[config.mk]
export PLATFORM = sky130hd
export DESIGN_NAME = ppg_beat_detector
export DESIGN_NICKNAME = d
export VERILOG_FILES = /design/src/rtl/ppg_beat_detector_pkg.sv /design/src/rtl/ppg_pair_capture.sv /design/src/rtl/ppg_beat_detector.sv
export SDC_FILE = /design/constraint.sdc
export NUM_CORES = 1
export LEC_CHECK = 0
export BUFFER_PORTS_ARGS = -buffer_cell sky130_fd_sc_hd__buf_4
export CAP_MARGIN = 20
export CORE_UTILIZATION = 50
export DETAILED_ROUTE_END_ITERATION = 8
export GPL_TIMING_DRIVEN = 1
export PLACE_DENSITY_LB_ADDON = 0.15
export SLEW_MARGIN = 20
export SYNTH_ARGS = -nofsm -noshare
export SYNTH_HDL_FRONTEND = slang
export SYNTH_SLANG_ARGS = --single-unit
export TNS_END_PERCENT = 30
[constraint.sdc]
create_clock -name CLK -period 16 [get_ports CLK]
set_clock_uncertainty 0.05 [all_clocks]
set_input_delay 0.8 -clock CLK [delete_from_list [all_inputs] [get_ports CLK]]
set_output_delay 0.8 -clock CLK [all_outputs]
set_load 0.01 [all_outputs]
[src/rtl/ppg_beat_detector_pkg.sv]
// Shared types and defaults for the PPG beat detector.
// Imported by the capture stage and the detector top.
package ppg_beat_detector_pkg;

  typedef enum logic [1:0] {
    ST_IDLE = 2'd0,
    ST_FALL = 2'd1,
    ST_RISE = 2'd2
  } bd_state_e;

  localparam int DEF_HYST    = 4;
  localparam int DEF_MIN_INT = 15;
  localparam int DEF_MAX_INT = 100;

endpackage

[src/rtl/ppg_pair_capture.sv]
// Pairs RED/IR samples on LED falling edges and
// runs a 4-tap moving average on the IR stream.
module ppg_pair_capture
  import ppg_beat_detector_pkg::*;
#(
  parameter int DATA_W = 8
) (
  input  logic              CLK,
  input  logic              rst_n,
  input  logic              i_run,
  input  logic              i_led_red,
  input  logic              i_led_ir,
  input  logic [DATA_W-1:0] i_red,
  input  logic [DATA_W-1:0] i_ir,
  output logic              o_pair_stb,
  output logic              o_fvalid,
  output logic [DATA_W-1:0] o_ir_f,
  output logic [DATA_W-1:0] o_red
);

  logic                   r_led_red;
  logic                   r_led_ir;
  logic                   r_red_have;
  logic                   r_pair_stb;
  logic [DATA_W-1:0]      r_red_s;
  logic [DATA_W-1:0]      r_red_p;
  logic [DATA_W-1:0]      r_ir_s;
  logic [2:0][DATA_W-1:0] r_tap;
  logic [1:0]             r_fill;

  logic              w_red_stb;
  logic              w_ir_stb;
  logic              w_have;
  logic [DATA_W+1:0] w_sum;

  assign w_red_stb = r_led_red & ~i_led_red;
  assign w_ir_stb  = r_led_ir & ~i_led_ir;
  // a RED strobe in the same cycle still counts as the partner
  assign w_have    = r_red_have | w_red_stb;

  assign w_sum = (DATA_W+2)'(r_ir_s)
               + (DATA_W+2)'(r_tap[0])
               + (DATA_W+2)'(r_tap[1])
               + (DATA_W+2)'(r_tap[2]);

  assign o_pair_stb = r_pair_stb;
  assign o_fvalid   = r_pair_stb & (r_fill == 2'd3);
  assign o_ir_f     = DATA_W'(w_sum >> 2);
  assign o_red      = r_red_p;

  always_ff @(posedge CLK or negedge rst_n) begin
    if (!rst_n) begin
      r_led_red  <= 1'b0;
      r_led_ir   <= 1'b0;
      r_red_have <= 1'b0;
      r_pair_stb <= 1'b0;
      r_red_s    <= '0;
      r_red_p    <= '0;
      r_ir_s     <= '0;
      r_tap      <= '0;
      r_fill     <= '0;
    end else begin
      r_led_red <= i_led_red;
      r_led_ir  <= i_led_ir;
      if (!i_run) begin
        r_red_have <= 1'b0;
        r_pair_stb <= 1'b0;
        r_tap      <= '0;
        r_fill     <= '0;
      end else begin
        r_pair_stb <= w_ir_stb & w_have;
        if (w_red_stb)
          r_red_s <= i_red;
        if (w_ir_stb)
          r_red_have <= 1'b0;
        else if (w_red_stb)
          r_red_have <= 1'b1;
        if (w_ir_stb & w_have) begin
          r_ir_s  <= i_ir;
          r_red_p <= w_red_stb ? i_red : r_red_s;
        end
        if (r_pair_stb) begin
          r_tap <= {r_tap[1:0], r_ir_s};
          if (r_fill != 2'd3)
            r_fill <= r_fill + 2'd1;
        end
      end
    end
  end

endmodule

[src/rtl/ppg_beat_detector.sv]
// Hysteresis peak tracker on filtered IR; emits one
// interval/AC/DC record per accepted heartbeat.
module ppg_beat_detector
  import ppg_beat_detector_pkg::*;
#(
  parameter int DATA_W  = 8,
  parameter int HYST    = DEF_HYST,
  parameter int MIN_INT = DEF_MIN_INT,
  parameter int MAX_INT = DEF_MAX_INT,
  parameter int CNT_W   = 8
) (
  input  logic              CLK,
  input  logic              rst_n,
  input  logic              run,
  input  logic              LED_RED,
  input  logic              LED_IR,
  input  logic [DATA_W-1:0] RED_ADC_Value,
  input  logic [DATA_W-1:0] IR_ADC_Value,
  output logic              beat_valid,
  output logic [CNT_W-1:0]  beat_interval,
  output logic [DATA_W-1:0] ir_ac,
  output logic [DATA_W-1:0] ir_dc,
  output logic [DATA_W-1:0] red_ac,
  output logic [DATA_W-1:0] red_dc,
  output logic              pulse_lost
);

  localparam logic [DATA_W:0]  L_HYST = (DATA_W+1)'(HYST);
  localparam logic [CNT_W-1:0] L_MIN  = CNT_W'(MIN_INT);
  localparam logic [CNT_W-1:0] L_MAX  = CNT_W'(MAX_INT);

  logic              w_pair_stb;
  logic              w_fv;
  logic [DATA_W-1:0] w_ir_f;
  logic [DATA_W-1:0] w_red;

  ppg_pair_capture #(
    .DATA_W(DATA_W)
  ) u_cap (
    .CLK       (CLK),
    .rst_n     (rst_n),
    .i_run     (run),
    .i_led_red (LED_RED),
    .i_led_ir  (LED_IR),
    .i_red     (RED_ADC_Value),
    .i_ir      (IR_ADC_Value),
    .o_pair_stb(w_pair_stb),
    .o_fvalid  (w_fv),
    .o_ir_f    (w_ir_f),
    .o_red     (w_red)
  );

  bd_state_e         r_state;
  logic [DATA_W-1:0] r_run_min;
  logic [DATA_W-1:0] r_run_max;
  logic [CNT_W-1:0]  r_cnt;
  logic              r_have_pk;
  logic [DATA_W-1:0] r_imin;
  logic [DATA_W-1:0] r_imax;
  logic [DATA_W-1:0] r_rmin;
  logic [DATA_W-1:0] r_rmax;
  logic              r_bv;
  logic              r_pl;
  logic [CNT_W-1:0]  r_int;
  logic [DATA_W-1:0] r_iac;
  logic [DATA_W-1:0] r_idc;
  logic [DATA_W-1:0] r_rac;
  logic [DATA_W-1:0] r_rdc;

  bd_state_e         w_state_nxt;
  logic [DATA_W-1:0] w_min_nxt;
  logic [DATA_W-1:0] w_max_nxt;
  logic [CNT_W-1:0]  w_cnt_nxt;
  logic              w_pk_nxt;
  logic              w_seed;
  logic              w_emit;
  logic              w_lost;

  logic              w_go;
  logic [CNT_W-1:0]  w_cnt_inc;
  logic              w_rise;
  logic              w_peak;
  logic [DATA_W-1:0] w_imin;
  logic [DATA_W-1:0] w_imax;
  logic [DATA_W-1:0] w_rmin;
  logic [DATA_W-1:0] w_rmax;
  logic [DATA_W:0]   w_idc_s;
  logic [DATA_W:0]   w_rdc_s;

  assign w_go      = w_pair_stb & w_fv;
  assign w_cnt_inc = (&r_cnt) ? r_cnt : r_cnt + CNT_W'(1);
  assign w_rise    = {1'b0, w_ir_f} >= {1'b0, r_run_min} + L_HYST;
  assign w_peak    = {1'b0, w_ir_f} + L_HYST <= {1'b0, r_run_max};

  assign w_imin  = (w_ir_f < r_imin) ? w_ir_f : r_imin;
  assign w_imax  = (w_ir_f > r_imax) ? w_ir_f : r_imax;
  assign w_rmin  = (w_red < r_rmin) ? w_red : r_rmin;
  assign w_rmax  = (w_red > r_rmax) ? w_red : r_rmax;
  assign w_idc_s = {1'b0, w_imax} + {1'b0, w_imin};
  assign w_rdc_s = {1'b0, w_rmax} + {1'b0, w_rmin};

  always_comb begin
    w_state_nxt = r_state;
    w_min_nxt   = r_run_min;
    w_max_nxt   = r_run_max;
    w_cnt_nxt   = r_cnt;
    w_pk_nxt    = r_have_pk;
    w_seed      = 1'b0;
    w_emit      = 1'b0;
    w_lost      = 1'b0;
    if (w_go) begin
      w_cnt_nxt = w_cnt_inc;
      unique case (r_state)
        ST_IDLE: begin
          w_state_nxt = ST_FALL;
          w_min_nxt   = w_ir_f;
          w_max_nxt   = w_ir_f;
          w_cnt_nxt   = '0;
          w_seed      = 1'b1;
        end
        ST_FALL: begin
          if (w_rise) begin
            w_state_nxt = ST_RISE;
            w_max_nxt   = w_ir_f;
          end else if (w_ir_f < r_run_min) begin
            w_min_nxt = w_ir_f;
          end
        end
        ST_RISE: begin
          if (w_peak) begin
            w_state_nxt = ST_FALL;
            w_min_nxt   = w_ir_f;
            if (!r_have_pk) begin
              w_pk_nxt  = 1'b1;
              w_cnt_nxt = '0;
              w_seed    = 1'b1;
            end else if (w_cnt_inc >= L_MIN) begin
              w_emit    = 1'b1;
              w_cnt_nxt = '0;
              w_seed    = 1'b1;
            end
          end else if (w_ir_f > r_run_max) begin
            w_max_nxt = w_ir_f;
          end
        end
        default: w_state_nxt = ST_IDLE;
      endcase
      // timeout overrides a coincident peak
      if (r_state != ST_IDLE && w_cnt_inc >= L_MAX) begin
        w_lost      = 1'b1;
        w_emit      = 1'b0;
        w_pk_nxt    = 1'b0;
        w_state_nxt = ST_FALL;
        w_min_nxt   = w_ir_f;
        w_cnt_nxt   = '0;
        w_seed      = 1'b1;
      end
    end
  end

  always_ff @(posedge CLK or negedge rst_n) begin
    if (!rst_n) begin
      r_state   <= ST_IDLE;
      r_run_min <= '0;
      r_run_max <= '0;
      r_cnt     <= '0;
      r_have_pk <= 1'b0;
      r_imin    <= '0;
      r_imax    <= '0;
      r_rmin    <= '0;
      r_rmax    <= '0;
      r_bv      <= 1'b0;
      r_pl      <= 1'b0;
      r_int     <= '0;
      r_iac     <= '0;
      r_idc     <= '0;
      r_rac     <= '0;
      r_rdc     <= '0;
    end else if (!run) begin
      r_state   <= ST_IDLE;
      r_run_min <= '0;
      r_run_max <= '0;
      r_cnt     <= '0;
      r_have_pk <= 1'b0;
      r_bv      <= 1'b0;
      r_pl      <= 1'b0;
    end else begin
      r_state   <= w_state_nxt;
      r_run_min <= w_min_nxt;
      r_run_max <= w_max_nxt;
      r_cnt     <= w_cnt_nxt;
      r_have_pk <= w_pk_nxt;
      r_bv      <= w_emit;
      r_pl      <= w_lost;
      if (w_emit) begin
        r_int <= w_cnt_inc;
        r_iac <= w_imax - w_imin;
        r_idc <= DATA_W'(w_idc_s >> 1);
        r_rac <= w_rmax - w_rmin;
        r_rdc <= DATA_W'(w_rdc_s >> 1);
      end
      if (w_seed) begin
        r_imin <= w_ir_f;
        r_imax <= w_ir_f;
        r_rmin <= w_red;
        r_rmax <= w_red;
      end else if (w_go) begin
        r_imin <= w_imin;
        r_imax <= w_imax;
        r_rmin <= w_rmin;
        r_rmax <= w_rmax;
      end
    end
  end

  assign beat_valid    = r_bv;
  assign pulse_lost    = r_pl;
  assign beat_interval = r_int;
  assign ir_ac         = r_iac;
  assign ir_dc         = r_idc;
  assign red_ac        = r_rac;
  assign red_dc        = r_rdc;

endmodule

* Word level (Yosys, flattened, before mapping)
Index checks and enable logic that the tools add are counted.
** Operators by class
- Add/subtract/negate cells :: 11
- Bitwise logic cells :: 8
- Magnitude comparators :: 10
- Eq/ne operators :: 19
- Reductions and logical operators :: 13
- Muxes and demuxes :: 69
** Operators with widths (count)
- $mux W8 :: 31
- $mux W24 :: 2
- $pmux W8 S3 :: 2
- $add A8 B8 Y9 :: 3
- $gt A8 B8 Y1 :: 3
- $lt A8 B8 Y1 :: 3
- $mux W1 :: 23
- $add A10 B8 Y10 :: 2
- $add A8 B3 Y9 const B :: 2
- $mux W2 :: 8
- $ne A4 B4 Y1 const B :: 4
- $pmux W8 S2 :: 1
- $sub A8 B8 Y8 :: 2
- $reduce_and A5 Y1 :: 2
- $ge A8 B9 Y1 :: 1
- $le A9 B8 Y1 :: 1
- $ne A3 B1 Y1 const B :: 3
- $ne A3 B3 Y1 const B :: 3
- $add A8 B1 Y8 const B :: 1
- $ge A8 B4 Y1 const B :: 1
- $ge A8 B7 Y1 const B :: 1
- $reduce_and A2 Y1 :: 4
- $reduce_and A8 Y1 :: 1
- $ne A2 B1 Y1 const B :: 3
- 15 further kinds :: 23
** Storage, ports and cells
- Flip-flop bits (word level) :: 155
- Input bits :: 21
- Word-level logic and storage cells :: 157
- Output and inout port bits :: 42

* Depth between registers and ports, before layout
Gate-level depths: netlist (run 1).
- Depth after elaboration :: 11
- Depth in mapped cells :: 33

* By module
From an unflattened synthesis (run 1), not the netlist that was laid out.
** Second synthesis, totals
- Cell total of the unflattened synthesis :: 1079
- Area total of the unflattened synthesis :: 10561.4 um^2
** Modules (own cells, without submodules)
- ppg_beat_detector :: area an instance 7567.3 um^2, cells an instance 815, sequential area each 2527.4 um^2, times used 1
- ppg_pair_capture :: area an instance 2994.1 um^2, cells an instance 264, sequential area each 1351.3 um^2, times used 1

* Worst setup path after synthesis (run 1)
OpenSTA, ideal clock, no wires.
- Kind :: reg2reg
- Start point :: register u_cap.r_tap[0] in the netlist's numbering
- End point :: register r_idc[6] (netlist: ir_dc[6])
- Clock period less this slack :: 6.293 ns
- Setup slack :: 9.707 ns
- Setup time :: 0.130 ns
- Data arrival time :: 6.113 ns
- Cell stages (with the launch flop) :: 33
- Data required time :: 15.820 ns
- Path buffers :: 1
- Cells stage by stage :: dfrtp_1 > ha_1 > inv_1 > fa_1 > inv_1 > a21oi_1 > o21ai_0 > a21o_1 > a21o_1 > xnor2_1 > fa_1 > inv_1 > ha_1 > nor3_1 > o211a_1 > a211oi_2 > ha_1 > a21o_1 > a21oi_1 > o21ai_0 > nand3_1 > nand2_1 > clkbuf_1 > a21oi_1 > ha_1 > a21o_1 > a21oi_1 > o21bai_1 > a21oi_1 > o21bai_1 > a21oi_1 > xor2_1 > o21ai_1
** Between the ends
- Cells in the longest elaborated chain, start to end :: 10
- Elaborated cells between the ends (all ways) :: 15
- Classes of those cells :: 5 x add/sub; 3 x order compare; 6 x mux; 1 x reduce/logical
** Ends and longest elaborated chain
- from (decl) :: line ppg_pair_capture.sv:28 : logic [2:0][DATA_W-1:0] r_tap;
- from (signal assigned) :: line ppg_pair_capture.sv:83 : r_tap <= {r_tap[1:0], r_ir_s};
- $add A8 B8 Y9 (*) :: line ppg_pair_capture.sv:42 : + (DATA_W+2)'(r_tap[0])
- $add A10 B8 Y10 (*) :: line ppg_pair_capture.sv:43 : + (DATA_W+2)'(r_tap[1])
- $add A10 B8 Y10 (*) :: line ppg_pair_capture.sv:44 : + (DATA_W+2)'(r_tap[2]);
- $add A8 B3 Y9 :: line ppg_beat_detector.sv:93 : assign w_peak = {1'b0, w_ir_f} + L_HYST <= {1'b0, r_run_max};
- $le A9 B8 Y1 :: line ppg_beat_detector.sv:93
- $mux W1 :: line ppg_beat_detector.sv:130 : if (w_peak) begin
- $mux W1 :: line ppg_beat_detector.sv:113 : unique case (r_state)
- $mux W1 :: line ppg_beat_detector.sv:149 : if (r_state != ST_IDLE && w_cnt_inc >= L_MAX) begin
- $mux W1 :: line ppg_beat_detector.sv:111 : if (w_go) begin
- $reduce_and A2 Y1 (no line)
- to (signal assigned) :: line ppg_beat_detector.sv:198 : r_idc <= DATA_W'(w_idc_s >> 1);
- to (decl) :: line ppg_beat_detector.sv:66 : logic [DATA_W-1:0] r_idc;
Mark *: on every way between the ends. The rest lies on a longest branch, timed or not.
A chain may end at the register's enable or synchronous reset.

* Final worst setup path (run 1)
- Start point :: register u_cap.r_tap[0] in the netlist's numbering
- End point :: register r_idc[0] (netlist: ir_dc[0])
Same word-level chain as after synthesis.

==> run_results.csv, run 1 <==
group,metric,value,unit
outcome,status,"completed",
cells_and_area,fin_nets,1284,
power_and_ir_drop,power,0.00133,W
setup_path,reg2reg_slack,8800,ps
placement,dp_hpwl,15.0,mm
setup_path,startpoint_type,"flop",
timing,max_freq,0.139,GHz
synthesis,yosysTopAreaCellShare,0.378,
cells_and_area,finalInstanceArea,0.0115,mm^2
clocking,clkSlewWorstSetupHoldPaths,60,ps
synthesis,synth_area_leader_cell,"dfrtp_1",
synthesis,synth_edf_count,0,
synthesis,syn_area,0.0103,mm^2
synthesis,synth-compound-area-share,0.150,
synthesis,synth_top_family_by_area,"adder cells",
synthesis,ys_ff_latch,155,
detailed_routing,drc_errors,0,
clocking,cts_tree,"done",
detailed_routing,detail_route.vias_per_cell,5.31,
setup_path,critPathCaptureType,"flop",
clocking,cts_buffers,17,
global_route,grt_max_degree,91,
detailed_routing,antenna_left,0,
setup_path,worstPathRequired,16260,ps
placement,place_area,0.0110,mm^2
power_and_ir_drop,ir_drop,0.0801,mV
clocking,clock_latency,430,ps
global_route,grt_overflow,0,
synthesis,synthArstFlopShare,1.00,
placement,place.port_buffers,62,
synthesis,yosysUniqueCellTypes,66,
setup_path,r2r_cells,26,
clocking,htree_num_levels,4,
floorplanning,die-area,0.0211,mm^2
floorplanning,die_y,145,um
timing,slew_viol_final,0,
synthesis,yosys-top-cells-area,"dfrtp_1, ha_1, mux2i_1, mux2_2, nand2_1",
clocking,cts_max_path_buffers,2,
detailed_routing,vias,7534,
global_route,antenna_found_initial,0,
synthesis,synth-xor-area-share,0.0367,
timing,layout_min_cycle_time,7200,ps
setup_path,crit_arrival,7460,ps
timing,finalCritPeriodShare,0.450,
timing,setup_viol,0,
setup_path,timing.rr.end,"ir_dc[0]$_DFFE_PN0P_",
flow_run,max-cap-violations,0,
power_and_ir_drop,leakagePower,5.63,nW
placement,gp_congestion,0.855,
synthesis,syn_area_per_cell,9.45,um^2
synthesis,yosysWarnings,0,
detailed_routing,drt_iter0_drc,346,
synthesis,netlist_instances,1086,
clocking,cts_hold_buf,0,
synthesis,ys.flop_type,"dfrtp_1",
floorplanning,fp.dieW,145,um
cells_and_area,utilization,0.572,
setup_path,crit_type,"flop to flop",
setup_path,cp_max_fo,43,
clocking,cts_resized,0,
floorplanning,num_rows,52,
detailed_routing,firstDrtPassIters,4,
cells_and_area,area.growth.synth_to_final,12.5,%
clocking,post_cts_buffers,0,
floorplanning,start_util,0.509,
timing,hold_viol,0,
floorplanning,io_pins,63,
timing,rsz0062_at_grt,"false",
timing,maxSlewHeadroom,0.310,
detailed_routing,wl,20.4,mm
synthesis,synth_fp_nets,1232,
detailed_routing,wl_per_cell,14.3,um
global_route,grt_pass1_wl,35.4,mm
global_route,grt_use_total,0.206,
floorplanning,core-area,0.0202,mm^2
clocking,clock-sinks,155,
placement,dp_cells,1388,
synthesis,synth_simple_gate_area_frac,0.117,
timing,tightestPinTransition,1040,ps
global_route,grt_pass1_vias,7182,
synthesis,ys_seq_area_frac,0.378,
cells_and_area,stdcell_count,1420,
worst_hold_path,hold_class,"input pin to asynchronous set/reset pin",
timing,finalSetupTns,0,ps
cells_and_area,antenna_cells,0,
synthesis,synthAdderAreaFrac,0.162,
setup_path,crit_start,"u_cap.r_tap[0]$_DFFE_PN0P_",
synthesis,synthMuxAreaShare,0.0973,
power_and_ir_drop,p_per_area,115,mW/mm^2
clocking,root_buffer,"clkbuf_16",
setup_path,timing.rr.start,"u_cap.r_tap[0]$_DFFE_PN0P_",
cells_and_area,drive_above_1_share,0.141,
-- placed cells by master, fill, tap and decap left out, types with 8 or more instances in the layout --
cell type,count
a21o_1,20
a21oi_1,57
a32o_1,8
buf_4,74
clkbuf_16,17
dfrtp_1,155
fa_1,13
ha_1,112
inv_1,110
mux2_2,42
mux2i_1,48
nand2_1,111
nand3_1,27
nand4_1,8
nor2_1,71
nor2b_1,9
nor3_1,10
o21ai_0,78
o21ai_1,16
o21bai_1,16
xnor2_1,30
xor2_1,13
-- cells in the mapped netlist (3+ instances only) --
| cell | n |
|---|---|
| a211o_1 | 4 |
| a211oi_1 | 7 |
| a21o_1 | 20 |
| a21oi_1 | 57 |
| a21oi_2 | 3 |
| a31oi_1 | 4 |
| a32o_1 | 8 |
| and3_1 | 3 |
| buf_1 | 6 |
| buf_2 | 6 |
| clkbuf_1 | 28 |
| dfrtp_1 | 155 |
| fa_1 | 13 |
| ha_1 | 112 |
| inv_1 | 110 |
| mux2_2 | 42 |
| mux2_4 | 3 |
| mux2i_1 | 48 |
| nand2_1 | 111 |
| nand2b_1 | 6 |
| nand3_1 | 27 |
| nand4_1 | 8 |
| nor2_1 | 71 |
| nor2b_1 | 9 |
| nor3_1 | 10 |
| nor4_1 | 5 |
| o211ai_1 | 3 |
| o21a_1 | 6 |
| o21ai_0 | 78 |
| o21ai_1 | 16 |
| o21bai_1 | 16 |
| o31ai_1 | 6 |
| xnor2_1 | 30 |
| xor2_1 | 13 |
-- metal layers --
| layer | track usage | routed length [um] |
|---|---|---|
| met3 | 0.0311 | 509 |
| met2 | 0.319 | 9090 |
| met4 | 0.0679 | 290 |
| met5 | 0 | 0 |
| met1 | 0.295 | 10500 |
-- flip-flops by register name, indices dropped and copies added, names as in the netlist, 8 cells and up --
name	count
ir_dc	8
r_run_max	8
r_imax	8
red_ac	8
r_rmax	8
ir_ac	8
beat_interval	8
u_cap.r_tap	24
u_cap.o_red	8
u_cap.r_ir_s	8
red_dc	8
r_run_min	8
r_cnt	8
u_cap.r_red_s	8
r_imin	8
r_rmin	8
-- power breakdown --
part	internal, W	switching [W]
clock	0.000214	0.000165
sequential	0.000410	0.0000191
combinational	0.000218	0.000303
-- final cells by class --
| type | count | area (um^2) |
|---|---|---|
| Fill cell | 1833 | 8630 |
| Multi-Input combinational cell | 777 | 5780 |
| Sequential cell | 155 | 3880 |
| Timing Repair Buffer | 76 | 574 |
| Clock buffer | 22 | 484 |
| Inverter | 111 | 417 |
| Tap cell | 270 | 338 |
| Clock inverter | 9 | 65.1 |
-- how the worst max path moves through the flow --
stage | endpoint | slack, ps | cells after the start
floorplan | ir_dc[6]$_DFFE_PN0P_ | 9710 | 32
global route | ir_dc[0]$_DFFE_PN0P_ | 8260 | 26
detailed placement | ir_dc[0]$_DFFE_PN0P_ | 8820 | 26
finish | ir_dc[0]$_DFFE_PN0P_ | 8800 | 26
CTS | ir_dc[0]$_DFFE_PN0P_ | 8780 | 26
global placement | ir_ac[0]$_DFFE_PN0P_ | 8940 | 26
-- worst max-delay path: stages (launching register included) --
cell,delay [ps]
dfrtp_1,370
ha_1,180
inv_1,50
fa_1,390
inv_1,80
a21oi_1,60
o21ai_0,270
a21o_1,170
a21o_1,150
xnor2_1,80
fa_1,480
inv_1,40
ha_1,370
a21oi_2,230
nor4bb_1,290
a211o_1,440
nand3b_1,150
xnor2_1,150
ha_1,310
nand3_1,110
nor4_1,270
a21o_1,120
a21oi_1,50
a311o_1,440
or4b_2,1030
buf_4,380
mux2_4,330
-- cells by family after synthesis --
logic type,count (synthesis)
compound gates,248
xor+xnor,43
fa+ha+maj,125
buf+inv,154
flops,155
mux,93
simple gates,268
-- per-stage QoR --
| stage | hold slack, ps | worst slack, ps |
|---|---|---|
| 4_1_cts | 423 | 8780 |
| 3_5_place_dp | 422 | 8820 |
| 6_report | 356 | 8800 |
| 3_3_place_gp | 415 | 8940 |
| 2_1_floorplan | 416 | 9710 |
| 5_1_grt | 424 | 8260 |
Power figures use the tool's default switching activity.
==> run 2, diff against run 1 <==
ABC_AREA = 1   (was default)
clock period = 6.4 ns   (was 16 ns; I/O delays follow)
==> run 2 against run 1 <==
Against the previous run: the run now ends with negative hold slack left; global-route usage is 2.5 points higher; maximum frequency is 21% higher; wire length is 18% higher; non-clock buffer count is 10 higher; critical path type unchanged; largest power group is now registers.
==> run_results.csv, run 2 <==
group,metric,value,unit
flow_run,max-cap-violations,0,
floorplanning,fp.dieW,148,um
power_and_ir_drop,power,0.00323,W
cells_and_area,top_register,"u_cap.r_tap",
timing,finalSetupTns,0,ps
placement,place.port_buffers,62,
global_route,grt_max_degree,105,
cells_and_area,fin_nets,1576,
global_route,grt_use_total,0.231,
floorplanning,die_y,148,um
detailed_routing,wl_per_cell,14.0,um
clocking,clock-sinks,155,
clocking,htree_num_levels,4,
global_route,grt_pass1_wl,40.6,mm
placement,gp_congestion,0.880,
cells_and_area,final_common_cell,"nand2_1",
timing,hold_viol,27,
timing,tightestPinTransition,974,ps
detailed_routing,drt_iter0_drc,601,
setup_path,slowest_delay,480,ps
setup_path,cp_top_family,"adder cells",
floorplanning,core-area,0.0205,mm^2
setup_path,crit_arrival,6230,ps
setup_path,critPathCaptureType,"flop",
clocking,clock_latency,430,ps
synthesis,synth_common_cells,"nand2_1, inv_1, dfrtp_1, o21ai_0, ha_1",
setup_path,cp_max_fo,9,
setup_path,timing.rr.start,"u_cap.r_ir_s[0]$_DFFE_PN0P_",
setup_path,r2r_cells,30,
cells_and_area,area.growth.synth_to_final,13.3,%
synthesis,syn_area_per_cell,7.78,um^2
clocking,cts_buffers,17,
floorplanning,num_rows,52,
detailed_routing,firstDrtPassIters,6,
global_route,antenna_found_initial,0,
power_and_ir_drop,p_per_area,270,mW/mm^2
timing,maxSlewHeadroom,0.346,
detailed_routing,drc_errors,0,
synthesis,ys_seq_area_frac,0.366,
cells_and_area,final_cell_mix,"nand2_1, inv_1, dfrtp_1, o21ai_0, ha_1",
cells_and_area,largest_reg_flops,24,
timing,max_freq,0.169,GHz
synthesis,yosysUniqueCellTypes,42,
timing,slew_viol_final,0,
synthesis,ys_ff_latch,155,
timing,setup_viol,0,
synthesis,yosysWarnings,0,
floorplanning,start_util,0.517,
setup_path,crit_type,"flop to flop",
synthesis,synth_edf_count,0,
clocking,clkSlewWorstSetupHoldPaths,70,ps
power_and_ir_drop,ir_drop,0.170,mV
setup_path,timing.rr.end,"ir_dc[7]$_DFFE_PN0P_",
synthesis,synth_area_leader_cell,"dfrtp_1",
floorplanning,die-area,0.0218,mm^2
placement,place_area,0.0114,mm^2
cells_and_area,drive_above_1_share,0.0999,
synthesis,yosysTopAreaCellShare,0.366,
timing,layout_min_cycle_time,5930,ps
synthesis,synthArstFlopShare,1.00,
clocking,cts_tree,"done",
setup_path,worstPathRequired,6700,ps
detailed_routing,detail_route.vias_per_cell,5.13,
global_route,grt_pass1_vias,8357,
placement,dp_hpwl,17.8,mm
synthesis,netlist_instances,1362,
setup_path,crit_start,"u_cap.r_ir_s[0]$_DFFE_PN0P_",
cells_and_area,antenna_cells,0,
setup_path,cp_num_cells,30,
synthesis,syn_area,0.0106,mm^2
setup_path,path_common_cell,"nand2_1",
outcome,status,"complete, but fails checks",
power_and_ir_drop,leakagePower,6.37,nW
detailed_routing,vias,8791,
clocking,post_cts_buffers,0,
global_route,grt_overflow,0,
synthesis,synth_most_common_cell,"nand2_1",
setup_path,reg2reg_slack,470,ps
setup_path,cp_slowest_cell,"fa_1",
setup_path,crit_path_end,"ir_dc[7]$_DFFE_PN0P_",
setup_path,startpoint_type,"flop",
floorplanning,io_pins,63,
clocking,root_buffer,"clkbuf_16",
worst_hold_path,hold_class,"input pin to asynchronous set/reset pin",
synthesis,synth_fp_nets,1508,
detailed_routing,antenna_left,0,
setup_path,path_buf_inv,4,
detailed_routing,wl,24.0,mm
timing,hold_slack,-24.3,ps
outcome,violations,"negative hold slack",
synthesis,ys.flop_type,"dfrtp_1",
cells_and_area,finalInstanceArea,0.0120,mm^2
clocking,cts_max_path_buffers,2,
synthesis,yosys-top-cells-area,"dfrtp_1, ha_1, nand2_1, inv_1, o21ai_0",
timing,finalCritPeriodShare,0.927,
==> run 2: cell count changes after synthesis, sizes merged, moves of 20 or more <==
cell	previous run	this run
mux2i	48	0
nand3	27	53
inv	110	209
o21ai	94	139
xnor2	30	10
nand2	111	372
mux2	45	0
a21boi	0	22
==> run 2: stage by stage <==
step	std cells	hold WS [ps]	utilization	worst slack, ps
2_1_floorplan	1362	-25.6	-	503
3_3_place_gp	1679	389	0.556	414
3_5_place_dp	1679	392	0.556	209
4_1_cts	1712	8.09	0.585	190
5_1_grt	1712	29.8	0.586	-52.3
6_report	1712	-24.3	0.586	470
==> run 2: where the power goes <==
group | total [W] | internal, W | switching [W]
sequential | 0.00112 | 0.00105 | 0.0000709
clock | 0.000990 | 0.000561 | 0.000429
combinational | 0.00112 | 0.000422 | 0.000699
total | 0.00323 | 0.00204 | 0.00120
==> run 2: per-layer routing <==
metal  part of all wire  global-route usage  up-vias
met5                  0                   0        -
met3              0.041              0.0275       27
met4              0.016              0.0701        0
met2               0.45               0.371      194
li1                   -                   -     4546
met1               0.49               0.328     4024
==> run 2: worst min path at each step <==
stage	start	end	slack (ps)	cells after the start
floorplan	rst_n	beat_interval[0]$_DFFE_PN0P_	-30	0
global placement	LED_RED	u_cap.r_led_red$_DFF_PN0_	390	1
detailed placement	LED_RED	u_cap.r_led_red$_DFF_PN0_	390	1
CTS	rst_n	r_run_min[0]$_DFFE_PN0P_	8	1
global route	IR_ADC_Value[7]	u_cap.r_ir_s[7]$_DFFE_PN0P_	30	3
finish	rst_n	r_run_min[3]$_DFFE_PN0P_	-20	1
==> run 2: kinds of logic after synthesis <==
group,after synthesis,share of synthesized area
compound gates,282,0.152
xor+xnor,41,0.0339
fa+ha+maj,125,0.157
buf+inv,246,0.0910
flops,155,0.366
simple gates,513,0.200
==> run 2: repair_timing <==
action | in CTS | in global routing
gates resized for setup | 0 | 10
endpoints found under the setup margin | 0 | 9
hold buffers | 2 | 0
endpoints found under the hold margin | 2 | 0
==> run 2: layout make-up <==
cell class / instances / area, um^2
clock inverter: 10 / 105
fill: 1898 / 8490
multi-input combinational: 961 / 5770
timing repair buffer: 86 / 667
inverter: 209 / 785
clock buffer: 21 / 460
sequential: 155 / 3880
tap: 270 / 338
